File: config.mk
export PLATFORM = sky130hd
export DESIGN_NAME = sd_card_cmd_responder
export DESIGN_NICKNAME = d
export VERILOG_FILES = /design/src/rtl/sd_card_cmd_responder.sv
export SDC_FILE = /design/constraint.sdc
export NUM_CORES = 1
export LEC_CHECK = 0
export BUFFER_PORTS_ARGS = -buffer_cell sky130_fd_sc_hd__buf_4
export CAP_MARGIN = 5
export CORE_UTILIZATION = 55
export CTS_CLUSTER_SIZE = 14
export DETAILED_ROUTE_END_ITERATION = 8
export PLACE_DENSITY = 0.75
export RECOVER_POWER = 50
export SYNTH_ARGS = -nofsm -noshare
export SYNTH_HDL_FRONTEND = slang
export SYNTH_SLANG_ARGS = --single-unit
File: constraint.sdc
create_clock -name Clk -period 2.69 [get_ports Clk]
set_clock_uncertainty 0.1 [all_clocks]
set_input_delay 0.538 -clock Clk [delete_from_list [all_inputs] [get_ports Clk]]
set_output_delay 0.538 -clock Clk [all_outputs]
set_load 0.02 [all_outputs]
File: src/rtl/sd_card_cmd_responder.sv
// Card-side SD CMD line endpoint: receives 48-bit host commands, checks framing/CRC7,
// and serialises a 48-bit short response after the NCR gap.
module sd_card_cmd_responder #(
  parameter int gNcr         = 2,
  parameter int gRespTimeout = 64
) (
  input  logic        Clk,
  input  logic        nResetAsync,
  input  logic        iCmd,
  output logic        oCmd,
  output logic        oCmdEn,
  output logic        oCmdValid,
  output logic [5:0]  oIndex,
  output logic [31:0] oArg,
  output logic        oCrcError,
  output logic        oFrameError,
  output logic        oTimeout,
  input  logic        iRespValid,
  input  logic [5:0]  iRespIndex,
  input  logic [31:0] iRespArg,
  input  logic        iRespNoCrc,
  input  logic        iNoResp,
  output logic        oBusy
);

  localparam int TW = $clog2(gRespTimeout + 1);
  localparam logic [6:0]    GapLast = 7'(gNcr - 1);
  localparam logic [TW-1:0] ToLast  = TW'(gRespTimeout - 1);

  typedef enum logic [2:0] {Idle, Recv, Check, WaitResp, Send} state_t;

  state_t        state;
  logic [46:0]   rsr;
  logic [5:0]    cnt;
  logic [6:0]    crc;
  logic [6:0]    gap;
  logic [TW-1:0] wcnt;
  logic          have;
  logic [5:0]    ridx;
  logic [31:0]   rarg;
  logic          rnocrc;
  logic [38:0]   tsr;
  logic [6:0]    tcrc;
  logic [6:0]    tcrc_nxt;

  function automatic logic [6:0] crc7(input logic [6:0] c, input logic b);
    logic fb;
    fb = b ^ c[6];
    return {c[5:3], c[2] ^ fb, c[1:0], fb};
  endfunction

  // Transmit CRC folds in the bit currently on the line.
  assign tcrc_nxt = crc7(tcrc, oCmd);
  assign oBusy    = (state != Idle);

  always_ff @(posedge Clk or negedge nResetAsync) begin
    if (!nResetAsync) begin
      state       <= Idle;
      oCmd        <= 1'b1;
      oCmdEn      <= 1'b0;
      oCmdValid   <= 1'b0;
      oCrcError   <= 1'b0;
      oFrameError <= 1'b0;
      oTimeout    <= 1'b0;
      oIndex      <= '0;
      oArg        <= '0;
      rsr         <= '0;
      cnt         <= '0;
      crc         <= '0;
      gap         <= '0;
      wcnt        <= '0;
      have        <= 1'b0;
      ridx        <= '0;
      rarg        <= '0;
      rnocrc      <= 1'b0;
      tsr         <= '0;
      tcrc        <= '0;
    end else begin
      oCmdValid   <= 1'b0;
      oCrcError   <= 1'b0;
      oFrameError <= 1'b0;
      oTimeout    <= 1'b0;
      case (state)
        Idle: begin
          if (!iCmd) begin
            state <= Recv;
            cnt   <= '0;
            crc   <= '0;
          end
        end
        Recv: begin
          rsr <= {rsr[45:0], iCmd};
          cnt <= cnt + 6'd1;
          if (cnt <= 6'd38) crc <= crc7(crc, iCmd);
          if (cnt == 6'd46) begin
            state <= Check;
            gap   <= '0;
          end
        end
        Check: begin
          wcnt <= '0;
          have <= 1'b0;
          if (!rsr[46]) begin
            oFrameError <= 1'b1;
            state       <= Idle;
          end else if (rsr[7:1] != crc || !rsr[0]) begin
            oCrcError <= 1'b1;
            state     <= Idle;
          end else begin
            oCmdValid <= 1'b1;
            oIndex    <= rsr[45:40];
            oArg      <= rsr[39:8];
            gap       <= gap + 7'd1;
            state     <= WaitResp;
            // A response already presented here still honours the full gap.
            if (iRespValid && !iNoResp) begin
              have   <= 1'b1;
              ridx   <= iRespIndex;
              rarg   <= iRespArg;
              rnocrc <= iRespNoCrc;
            end
          end
        end
        WaitResp: begin
          if (gap != GapLast) gap <= gap + 7'd1;
          if (iNoResp) begin
            state <= Idle;
          end else if (have && gap == GapLast) begin
            state  <= Send;
            oCmdEn <= 1'b1;
            oCmd   <= 1'b0;
            cnt    <= '0;
            tsr    <= {1'b0, ridx, rarg};
            tcrc   <= '0;
          end else if (!have) begin
            if (iRespValid) begin
              have   <= 1'b1;
              ridx   <= iRespIndex;
              rarg   <= iRespArg;
              rnocrc <= iRespNoCrc;
            end else if (wcnt == ToLast) begin
              oTimeout <= 1'b1;
              state    <= Idle;
            end else begin
              wcnt <= wcnt + TW'(1);
            end
          end
        end
        Send: begin
          cnt <= cnt + 6'd1;
          if (cnt <= 6'd38) begin
            oCmd <= tsr[38];
            tsr  <= {tsr[37:0], 1'b0};
            tcrc <= tcrc_nxt;
          end else if (cnt == 6'd39) begin
            oCmd <= rnocrc | tcrc_nxt[6];
            tcrc <= {tcrc_nxt[5:0], 1'b1};
          end else if (cnt <= 6'd45) begin
            oCmd <= rnocrc | tcrc[6];
            tcrc <= {tcrc[5:0], 1'b1};
          end else if (cnt == 6'd46) begin
            oCmd <= 1'b1;
          end else begin
            oCmd   <= 1'b1;
            oCmdEn <= 1'b0;
            state  <= Idle;
          end
        end
        default: state <= Idle;
      endcase
    end
  end

endmodule

==> reports/results.ini <==
[grt]
grt.busiest_layer = met2
grt_max_degree = 78
grt_pass1_wl_mm = 29.21
grt-ovfl-total = 0
grtUsageMet2 = 0.3385
antenna_found_initial = 0
grt_usage = 0.2139
grt_pass1_vias = 5979
met1_usage = 0.3068
use_met3 = 0.03198

[layout]
area_delta_synth_final_pct = 18.45
final_nets = 984
fill_cells = 1266
fin_cells = 1163
multiInputGateArea_um2 = 3575
seq_area_um2 = 5181
antenna_cells = 0
final_cell_area_um2 = 10700
drive_gt1_frac = 0.1901

[detailed_routing]
antenna_left = 0
finalWirelength_mm = 17.49
vias = 6229
dr.pass1.iters = 4
drc = 0
drt_first_iter_violations = 356
wl_per_cell_um = 15.04
viasPerCell = 5.356

[pwr]
netSwitchingFraction = 0.3069
power.leakage_nw = 5.277
p_switching_w = 0.003058
share_comb_of_total_power = 0.223
seq_power_share = 0.442
p_per_area_nw_per_um2 = 931.1
p_int_w = 0.006906
vdd_drop_max_mv = 0.6276
power.clock.fraction = 0.335

[yosys]
synth-main-ff-cell = dfrtp_1
synthCells = 850
netlist_area_um2 = 9035
yosysMostFrequentCell = nand2_1
netlist.area_leader.share = 0.5706
synth_common_cells = nand2_1, dfrtp_1, nor2_1
ys_top_cells_by_area = dfrtp_1, nand2_1, mux2_4, mux2_1, a31oi_1
async_reset_ff_frac = 1.000
synth_seq_cells = 207
synth_largest_area_cell = dfrtp_1
yosys_warnings = 0
syn_nets = 901
synth_edf_count = 0
synth_area_per_cell_um2 = 10.63
ys_seq_area_frac = 0.5735
synth_cell_types = 61

[timing]
max_freq_mhz = 403.6
setup_viol = 0
final_max_slew_viol_count = 0
slew_headroom = 0.2641
rsz0062_at_grt = false
fin_hold_ws_ns = 0.1486
finalHoldViolations = 0
finalSetupTns_ns = 0
worst_slack_ns = 0.2126
tightestPinTransition_ns = 1.104
min_period_over_period = 0.9210
fin_crit_ns = 2.477

[cts]
holdBufCountCts = 1
clk_latency_ns = 0.50
cts_setup_buffers = 0
clock-sinks = 207
cts-root-buf = clkbuf_16
cts_resized = 0
cts_tree = done
cts_inserted_buffers = 22
htreeDepth = 1
clockBufferDepth = 3
clkTransAtPathRegs_ns = 0.06

[run_status]
status = completed

[floorplanning]
fp-row-count = 46
initial_utilization = 0.5667
die_x_um = 130.2
core_area_um2 = 15940
io_pins = 89
dieArea_um2 = 16940
die_h_um = 130.2

[critical_path]
crit_arrival_ns = 2.76
setup.worst_path.start = crc[6]$_DFFE_PN0P_
r2r_slack_ns = 0.21
crit_required_ns = 2.97
regToRegEndpoint = oArg[19]$_DFFE_PN0P_
startpoint_type = flip-flop
crit_fanout = 40
ff2ff_path_depth = 5
reg2reg_from = crc[6]$_DFFE_PN0P_
crit_path_end = oArg[19]$_DFFE_PN0P_
end_kind = flip-flop
path_class = reg -> reg

[flow_run]
maxCapViolations = 0

[place]
dpl_cell_area_um2 = 9952
dp_cells = 1124
portBuffers = 88
gp_congestion = 0.8120
hpwlAfterDp_mm = 11.09
dp_slack_ns = 0.2595

[hold_path]
hold_path.class = in -> reg

kinds of logic (layout without fill, tap and decap cells):
group / after synthesis / in the layout / share of synthesized area
AO/OA/AOI/OAI: 110 / 110 / 0.07589
buffers and inverters: 63 / 160 / 0.03240
multiplexers: 83 / 83 / 0.1185
flip-flops: 207 / 207 / 0.5735
AND/OR/NAND/NOR: 364 / 364 / 0.1745
XOR/XNOR: 16 / 16 / 0.01551
adder cells (fa/ha/maj): 7 / 7 / 0.009694
critical path, stage by stage (launching register included):
cell and delay [ns]:
dfrtp_1 0.41, xnor2_1 0.31, nand4_1 0.22, or4_2 0.73, buf_12 0.24, mux2_4 0.33
through the flow:
stage	utilization	power, W
floorplan	-	0.006007
global placement	0.6242	0.006565
detailed placement	0.6242	0.006675
CTS	0.6755	0.01007
global route	0.6712	0.01055
finish	0.6712	0.009964
flip-flops by register name, summed over array words and instances, names as in the netlist, 7 cells and up:
signal	count
rsr	47
tsr	39
oArg	32
rarg	32
crc	7
gap	7
tcrc	7
wcnt	7
power groups by stage:
| stage | clock network, W | registers [W] | logic (W) |
|---|---|---|---|
| 2_1_floorplan | 0 | 0.00428 | 0.00172 |
| 3_3_place_gp | 0 | 0.00440 | 0.00216 |
| 3_5_place_dp | 0 | 0.00445 | 0.00223 |
| 4_1_cts | 0.00340 | 0.00440 | 0.00227 |
| 5_1_grt | 0.00352 | 0.00450 | 0.00253 |
| 6_report | 0.00334 | 0.00440 | 0.00222 |
how the worst min path moves through the flow:
stage                           endpoint  slack [ns]  depth (start not counted)                  from
floorplan             cnt[0]$_DFFE_PN0P_        0.14                          0           nResetAsync
global placement     rarg[3]$_DFFE_PN0P_        0.37                          1   rarg[3]$_DFFE_PN0P_
detailed placement  rarg[10]$_DFFE_PN0P_        0.37                          1  rarg[10]$_DFFE_PN0P_
finish              rarg[10]$_DFFE_PN0P_        0.15                          2          iRespArg[10]
CTS                 rarg[24]$_DFFE_PN0P_        0.14                          2          iRespArg[24]
global route         ridx[1]$_DFFE_PN0P_        0.14                          2         iRespIndex[1]
cell type report:
class	instances	share of cell area
sequential	207	0.4842
clock buffer	30	0.05998
clock inverter	8	0.01543
tap	216	0.02525
inverter	15	0.005261
timing repair buffer	107	0.07588
multi-input combinational	580	0.3340
layer usage:
layer  share of wire  routed length [um]  vias to the layer above
li1                -                   -                     3037
met1            0.48                8363                     3042
met2            0.47                8164                      117
met3           0.034                 594                       33
met4           0.021                 372                        0
met5               0                   0                        -
layout by cell type, fill, tap and decap left out, types with 4 or more instances in the layout:
cell and n:
clkbuf_16 23, clkbuf_8 4, mux2i_1 5, nor2_1 56, buf_4 85, nand3_1 23
xnor2_1 12, mux2_1 39, or3_1 5, ha_1 7, nand2_1 240, o21ai_1 5
inv_1 14, a22o_1 5, a21oi_1 13, mux2_4 38, a31oi_1 42, o21ai_0 28
clkbuf_1 16, xor2_1 4, bufinv_16 5, nand2b_1 4, dfrtp_1 206, nand4_1 5
buf_12 5
No activity file was read; power rests on OpenSTA's default activity.
